**config.mk**
```make
export PLATFORM = sky130hd
export DESIGN_NAME = conv1_calc_flat
export DESIGN_NICKNAME = d
export VERILOG_FILES = /design/src/rtl/conv1_calc_if.sv /design/src/rtl/conv1_calc.sv /design/src/flat_wrapper.sv
export SDC_FILE = /design/constraint.sdc
export NUM_CORES = 2
export LEC_CHECK = 0
export BUFFER_PORTS_ARGS = -buffer_cell sky130_fd_sc_hd__buf_2
export CORE_ASPECT_RATIO = 1.4
export CORE_MARGIN = 8
export CORE_UTILIZATION = 63
export CTS_CLUSTER_SIZE = 30
export DETAILED_ROUTE_END_ITERATION = 10
export HOLD_SLACK_MARGIN = 0.06
export PLACE_DENSITY = 0.9
export SYNTH_ARGS = -nofsm -noshare
export SYNTH_HDL_FRONTEND = slang
export SYNTH_SLANG_ARGS = --single-unit
```
**constraint.sdc**
```tcl
create_clock -name clk -period 3.8 [get_ports clk]
set_clock_uncertainty 0.15 [all_clocks]
set_input_delay 0.19 -clock clk [delete_from_list [all_inputs] [get_ports clk]]
set_output_delay 0.19 -clock clk [all_outputs]
set_load 0.05 [all_outputs]
```
**src/rtl/conv1_calc_if.sv**
```systemverilog
// conv1_calc_if: bundle between the conv1 window buffer / weight loader (master)
// and the conv1_calc compute stage (slave).
//   w_load/w_addr/w_data : weight store write port (addr = filt*10 + k, k 9 = bias)
//   valid_in/pixel_0..8  : one binary 3x3 window per valid beat, row-major
//   valid_out/conv_out   : one ReLU'd pixel vector per window, channel f at [f*OUT_BITS +: OUT_BITS]
//   out_x/out_y          : feature-map position of the current output beat
//   frame_done           : pulse on the last pixel of a feature map
interface conv1_calc_if #(
    parameter int unsigned NUM_FILT = 4,
    parameter int unsigned W_BITS   = 8,
    parameter int unsigned OUT_BITS = 8,
    parameter int unsigned OUT_W    = 26,
    parameter int unsigned OUT_H    = 26
);
    localparam int unsigned AddrW = $clog2(NUM_FILT * 10);
    localparam int unsigned XW    = $clog2(OUT_W);
    localparam int unsigned YW    = $clog2(OUT_H);

    logic                         w_load;
    logic [AddrW-1:0]             w_addr;
    logic [W_BITS-1:0]            w_data;
    logic                         valid_in;
    logic                         pixel_0, pixel_1, pixel_2;
    logic                         pixel_3, pixel_4, pixel_5;
    logic                         pixel_6, pixel_7, pixel_8;
    logic                         valid_out;
    logic [NUM_FILT*OUT_BITS-1:0] conv_out;
    logic [XW-1:0]                out_x;
    logic [YW-1:0]                out_y;
    logic                         frame_done;

    modport master (
        output w_load, w_addr, w_data, valid_in,
        output pixel_0, pixel_1, pixel_2, pixel_3, pixel_4, pixel_5, pixel_6, pixel_7, pixel_8,
        input  valid_out, conv_out, out_x, out_y, frame_done
    );

    modport slave (
        input  w_load, w_addr, w_data, valid_in,
        input  pixel_0, pixel_1, pixel_2, pixel_3, pixel_4, pixel_5, pixel_6, pixel_7, pixel_8,
        output valid_out, conv_out, out_x, out_y, frame_done
    );
endinterface

```
**src/rtl/conv1_calc.sv**
```systemverilog
// conv1_calc: binary 3x3 window x programmable signed weights + bias per filter,
// ReLU with unsigned saturation, fixed 3-cycle non-stallable pipeline.
//   clk    : clock
//   rst    : synchronous active-high reset (clears weights, pipeline and position)
//   bus_io : conv1_calc_if slave (weight write port, window input, result output)
module conv1_calc #(
    parameter int unsigned NUM_FILT = 4,
    parameter int unsigned W_BITS   = 8,
    parameter int unsigned OUT_BITS = 8,
    parameter int unsigned OUT_W    = 26,
    parameter int unsigned OUT_H    = 26
) (
    input  logic        clk,
    input  logic        rst,
    conv1_calc_if.slave bus_io
);
    localparam int unsigned NumW  = NUM_FILT * 10;
    localparam int unsigned AddrW = $clog2(NumW);
    localparam int unsigned Acc   = W_BITS + 4;
    localparam int unsigned XW    = $clog2(OUT_W);
    localparam int unsigned YW    = $clog2(OUT_H);

    // Sign-extend a weight to accumulator width.
    function automatic logic [Acc-1:0] sext(input logic [W_BITS-1:0] w);
        return {{(Acc - W_BITS){w[W_BITS-1]}}, w};
    endfunction

    logic [8:0] pix;
    assign pix = {bus_io.pixel_8, bus_io.pixel_7, bus_io.pixel_6,
                  bus_io.pixel_5, bus_io.pixel_4, bus_io.pixel_3,
                  bus_io.pixel_2, bus_io.pixel_1, bus_io.pixel_0};

    // Weight store
    logic [NumW-1:0][W_BITS-1:0] weights_q, weights_d;

    for (genvar i = 0; i < NumW; i++) begin : g_wr
        assign weights_d[i] = (bus_io.w_load && bus_io.w_addr == AddrW'(i)) ?
                              bus_io.w_data : weights_q[i];
    end

    // Pipeline datapath. Bias is latched alongside the row sums in S1 so a window always
    // sees one consistent weight set, the one present on the cycle it was accepted.
    logic [NUM_FILT-1:0][2:0][Acc-1:0] s1_row_q, s1_row_d;
    logic [NUM_FILT-1:0][Acc-1:0]      s1_bias_q, s1_bias_d;
    logic [NUM_FILT-1:0][Acc-1:0]      s2_sum_q, s2_sum_d;
    logic [NUM_FILT-1:0][OUT_BITS-1:0] relu;
    logic                              s1_valid_q, s2_valid_q;

    for (genvar f = 0; f < NUM_FILT; f++) begin : g_filt
        for (genvar r = 0; r < 3; r++) begin : g_row
            // Binary pixels turn each product into a weight-or-zero select.
            assign s1_row_d[f][r] =
                (pix[3*r]   ? sext(weights_q[f*10 + 3*r])   : '0) +
                (pix[3*r+1] ? sext(weights_q[f*10 + 3*r+1]) : '0) +
                (pix[3*r+2] ? sext(weights_q[f*10 + 3*r+2]) : '0);
        end
        assign s1_bias_d[f] = sext(weights_q[f*10 + 9]);
        assign s2_sum_d[f]  = s1_row_q[f][0] + s1_row_q[f][1] + s1_row_q[f][2] + s1_bias_q[f];

        always_comb begin
            if (s2_sum_q[f][Acc-1]) begin
                relu[f] = '0;
            end else if (|s2_sum_q[f][Acc-2:OUT_BITS]) begin
                relu[f] = '1;
            end else begin
                relu[f] = s2_sum_q[f][OUT_BITS-1:0];
            end
        end
    end

    // Output position tracking
    logic [XW-1:0] cx_q, cx_d;
    logic [YW-1:0] cy_q, cy_d;
    logic          last_pos;

    assign last_pos = (cx_q == XW'(OUT_W - 1)) && (cy_q == YW'(OUT_H - 1));

    always_comb begin
        cx_d = cx_q;
        cy_d = cy_q;
        if (s2_valid_q) begin
            if (cx_q == XW'(OUT_W - 1)) begin
                cx_d = '0;
                cy_d = (cy_q == YW'(OUT_H - 1)) ? '0 : cy_q + 1'b1;
            end else begin
                cx_d = cx_q + 1'b1;
            end
        end
    end

    // Output stage: everything except valid_out is forced to zero on bubbles.
    logic                         valid_out_q, frame_done_q;
    logic [NUM_FILT*OUT_BITS-1:0] conv_out_q, conv_out_d;
    logic [XW-1:0]                out_x_q, out_x_d;
    logic [YW-1:0]                out_y_q, out_y_d;

    always_comb begin
        conv_out_d = s2_valid_q ? relu : '0;
        out_x_d    = s2_valid_q ? cx_q : '0;
        out_y_d    = s2_valid_q ? cy_q : '0;
    end

    always_ff @(posedge clk) begin
        if (rst) begin
            weights_q    <= '0;
            s1_row_q     <= '0;
            s1_bias_q    <= '0;
            s1_valid_q   <= 1'b0;
            s2_sum_q     <= '0;
            s2_valid_q   <= 1'b0;
            cx_q         <= '0;
            cy_q         <= '0;
            valid_out_q  <= 1'b0;
            conv_out_q   <= '0;
            out_x_q      <= '0;
            out_y_q      <= '0;
            frame_done_q <= 1'b0;
        end else begin
            weights_q    <= weights_d;
            s1_row_q     <= s1_row_d;
            s1_bias_q    <= s1_bias_d;
            s1_valid_q   <= bus_io.valid_in;
            s2_sum_q     <= s2_sum_d;
            s2_valid_q   <= s1_valid_q;
            cx_q         <= cx_d;
            cy_q         <= cy_d;
            valid_out_q  <= s2_valid_q;
            conv_out_q   <= conv_out_d;
            out_x_q      <= out_x_d;
            out_y_q      <= out_y_d;
            frame_done_q <= s2_valid_q && last_pos;
        end
    end

    assign bus_io.valid_out  = valid_out_q;
    assign bus_io.conv_out   = conv_out_q;
    assign bus_io.out_x      = out_x_q;
    assign bus_io.out_y      = out_y_q;
    assign bus_io.frame_done = frame_done_q;
endmodule
```
**src/flat_wrapper.sv**
```systemverilog
// flat-port wrapper written by rule: the top's interface ports become plain ports
module conv1_calc_flat 
#(
    parameter int unsigned NUM_FILT = 4,
    parameter int unsigned W_BITS   = 8,
    parameter int unsigned OUT_BITS = 8,
    parameter int unsigned OUT_W    = 26,
    parameter int unsigned OUT_H    = 26
)
  (clk, rst, bus_io_w_load, bus_io_w_addr, bus_io_w_data, bus_io_valid_in, bus_io_pixel_0, bus_io_pixel_1, bus_io_pixel_2, bus_io_pixel_3, bus_io_pixel_4, bus_io_pixel_5, bus_io_pixel_6, bus_io_pixel_7, bus_io_pixel_8, bus_io_valid_out, bus_io_conv_out, bus_io_out_x, bus_io_out_y, bus_io_frame_done);
  conv1_calc_if #(.NUM_FILT(NUM_FILT), .W_BITS(W_BITS), .OUT_BITS(OUT_BITS), .OUT_W(OUT_W), .OUT_H(OUT_H)) bus_io_i ();
  input  logic clk;
  input  logic rst;
  input wire logic [$bits(bus_io_i.w_load)-1:0] bus_io_w_load;
  input wire logic [$bits(bus_io_i.w_addr)-1:0] bus_io_w_addr;
  input wire logic [$bits(bus_io_i.w_data)-1:0] bus_io_w_data;
  input wire logic [$bits(bus_io_i.valid_in)-1:0] bus_io_valid_in;
  input wire logic [$bits(bus_io_i.pixel_0)-1:0] bus_io_pixel_0;
  input wire logic [$bits(bus_io_i.pixel_1)-1:0] bus_io_pixel_1;
  input wire logic [$bits(bus_io_i.pixel_2)-1:0] bus_io_pixel_2;
  input wire logic [$bits(bus_io_i.pixel_3)-1:0] bus_io_pixel_3;
  input wire logic [$bits(bus_io_i.pixel_4)-1:0] bus_io_pixel_4;
  input wire logic [$bits(bus_io_i.pixel_5)-1:0] bus_io_pixel_5;
  input wire logic [$bits(bus_io_i.pixel_6)-1:0] bus_io_pixel_6;
  input wire logic [$bits(bus_io_i.pixel_7)-1:0] bus_io_pixel_7;
  input wire logic [$bits(bus_io_i.pixel_8)-1:0] bus_io_pixel_8;
  output wire logic [$bits(bus_io_i.valid_out)-1:0] bus_io_valid_out;
  output wire logic [$bits(bus_io_i.conv_out)-1:0] bus_io_conv_out;
  output wire logic [$bits(bus_io_i.out_x)-1:0] bus_io_out_x;
  output wire logic [$bits(bus_io_i.out_y)-1:0] bus_io_out_y;
  output wire logic [$bits(bus_io_i.frame_done)-1:0] bus_io_frame_done;
  assign bus_io_i.w_load = bus_io_w_load;
  assign bus_io_i.w_addr = bus_io_w_addr;
  assign bus_io_i.w_data = bus_io_w_data;
  assign bus_io_i.valid_in = bus_io_valid_in;
  assign bus_io_i.pixel_0 = bus_io_pixel_0;
  assign bus_io_i.pixel_1 = bus_io_pixel_1;
  assign bus_io_i.pixel_2 = bus_io_pixel_2;
  assign bus_io_i.pixel_3 = bus_io_pixel_3;
  assign bus_io_i.pixel_4 = bus_io_pixel_4;
  assign bus_io_i.pixel_5 = bus_io_pixel_5;
  assign bus_io_i.pixel_6 = bus_io_pixel_6;
  assign bus_io_i.pixel_7 = bus_io_pixel_7;
  assign bus_io_i.pixel_8 = bus_io_pixel_8;
  assign bus_io_valid_out = bus_io_i.valid_out;
  assign bus_io_conv_out = bus_io_i.conv_out;
  assign bus_io_out_x = bus_io_i.out_x;
  assign bus_io_out_y = bus_io_i.out_y;
  assign bus_io_frame_done = bus_io_i.frame_done;
  conv1_calc #(.NUM_FILT(NUM_FILT), .W_BITS(W_BITS), .OUT_BITS(OUT_BITS), .OUT_W(OUT_W), .OUT_H(OUT_H)) u_core (.clk(clk), .rst(rst), .bus_io(bus_io_i));
endmodule
```
==> qor.yml <==
status: "completed"
final_nets: 3957
drt-wirelength-per-cell_um: 18.3
setup-violations-final: 0
hold_viol: 0
synth.yosys.warnings: 0
grt_max_degree: 126
core-area_um2: 49900
cts_num_sinks: 600
cts_tree: "done"
layout_commonest_cell: "dfxtp_1"
syn2layout_area_growth_pct: 9.07
netlist_instances: 3586
routed_wl_um: 78500
required_ps: 4150
vias_per_cell: 5.80
gp_congestion: 0.851
syn_nets: 3953
multiInputGateArea_um2: 17400
synth-seq-cells: 600
dr_total_vias: 24800
clk_latency_ps: 640
drc: 0
ys_seq_area_frac: 0.379
post_cts_buffers: 0
fin_tns_setup_ps: 0
grt_antenna_before_repair: 9
fillers: 3436
finalPower_mw: 12.9
fp.dieH_um: 281
cts-htree-levels: 2
ys_top_cells_by_area: "dfxtp_1, fa_1, nand2_1, ha_1, mux2i_1"
seq_area_um2: 12000
std_cell_rows: 97
async_flop_share: 0
final_cell_mix: "dfxtp_1, nand2_1, inv_1"
slew_headroom: 0.178
synth_edf_count: 0
dpl.hpwl_um: 52000
grt_first_pass_wirelength_um: 126000
post_synth.cell_area_avg_um2: 8.83
io_buffers: 70
period_share: 0.906
crit_path_end_kind: "flop"
crit_fanout: 3
ir_drop_uv: 421
fp.dieW_um: 205
dp_slack_ps: 399
cts_buffers: 55
path_class: "flop to flop"
finalMaxSlewViolations: 0
hp-class: "primary input to flop"
ctsResizeCount: 0
drtPass1Iterations: 7
grtUsageTotal: 0.270
synth_ff_type: "dfxtp_1"
ctsHoldBuffers: 16
syn_area_um2: 31700
cts_root_buffer: "clkbuf_16"
fin_crit_ps: 3440
antenna_left: 0
drive_gt1_frac: 0.0735
critical_path_arrival_ps: 3790
yosys.area.top_type_share: 0.379
ios: 71
initial_core_util: 0.635
ys_types: 71
fin_ws_ps: 359
cts_buffer_depth: 3
yosys.area.top_type: "dfxtp_1"
start_kind: "flop"
drv_cap: 0
overflow: 0
drtIter0Drc: 2036
grt_pass1_vias: 25300
worst_pin_slew_ps: 1230
powerDensity_nw_per_um2: 375
rsz0062_at_grt: "false"
clk_pin_slew_ps: 70
dieArea_um2: 57800
timing.fmax_ghz: 0.291
p_leak_nw: 14.6
[metal layers]
layer	vias to the layer above	routed length [µm]	track usage
met5	-	54	0
met4	8	5140	0.175
met3	348	5500	0.0490
met2	1033	39300	0.476
met1	11800	28600	0.294
li1	11600	-	-
[power breakdown]
group	switching [mW]	total, mW	internal (mW)
logic	0.403	0.518	0.115
registers	0.0146	6.33	6.32
clock network	2.56	6.09	3.53
total	2.97	12.9	9.96
[worst max-delay path, stage by stage (launching register included)]
cell      delay [ps]
dfxtp_1          320
inv_1             60
fa_1             550
fa_1             410
inv_1             60
ha_1             190
inv_1             70
fa_1             430
nor2b_1          250
o31ai_2          120
a21boi_1         280
o41ai_1          110
mux2_1           320
[final cells by class]
cell class | instances | share of cell area
inverter | 401 | 0.0436
sequential | 600 | 0.348
tap | 643 | 0.0233
antenna | 5 | 0.000362
multi-input combinational | 2402 | 0.502
clock inverter | 31 | 0.0129
timing repair buffer | 130 | 0.0254
clock buffer | 68 | 0.0442
[cell families after synthesis]
kind of cell               Yosys count  share of synthesized area
DFF                                600                      0.379
AOI/OAI and AO/OA                  503                     0.0962
xor gates and xnor gates            80                     0.0221
muxes                              155                     0.0491
adders and majority gates          340                      0.181
and+or+nand+nor                   1324                      0.200
buffers and inverters              584                     0.0726
[Yosys cell counts, drive strengths merged, types with 21 or more instances]
library cell    n
a21o           46
a21oi         257
and2           45
buf            55
clkbuf        128
dfxtp         600
fa            196
ha            144
inv           401
mux2i         152
nand2         491
nand2b         21
nand3         191
nor2          288
nor2b         120
nor3           52
nor3b          24
o21a           49
o21ai          52
or3            21
xnor2          57
xor2           23
[state kept, by name (all words and copies together) (netlist names), 5 cells and up]
register	cells
u_core.bus_io.out_x	5
u_core.s1_row_q	144
u_core.bus_io.conv_out	32
u_core.s1_bias_q	32
u_core.weights_q	288
u_core.s1_bias_d	32
u_core.s2_sum_q	48
u_core.bus_io.out_y	5
u_core.cx_q	5
u_core.cy_q	5
[per-stage QoR]
step	std cells	hold slack (ps)	cell area, µm²	utilization
after floorplan	3586	168	31700	-
after global placement	4160	276	32400	0.649
after detailed placement	4160	267	32400	0.649
after CTS	4275	74.6	34500	0.692
after global routing	4278	112	34500	0.692
final	4280	92.0	34500	0.692
[path summary, 6_finish.rpt]
check / slack (ps) / startpoint / endpoint / cells past startpoint
setup reg to reg: 360 / u_core.s1_bias_q[13]$_SDFF_PP0_ / u_core.s2_sum_q[21]$_SDFF_PP0_ / 12
hold / removal: 90 / bus_io_w_addr[3] / u_core.weights_q[6]$_SDFFE_PP0P_ / 4
setup / recovery: 360 / u_core.s1_bias_q[13]$_SDFF_PP0_ / u_core.s2_sum_q[21]$_SDFF_PP0_ / 12
hold reg to reg: 290 / u_core.s2_sum_q[38]$_SDFF_PP0_ / u_core.bus_io.conv_out[26]$_SDFF_PP0_ / 1
Note: power is estimated with default switching activity, not from simulation.
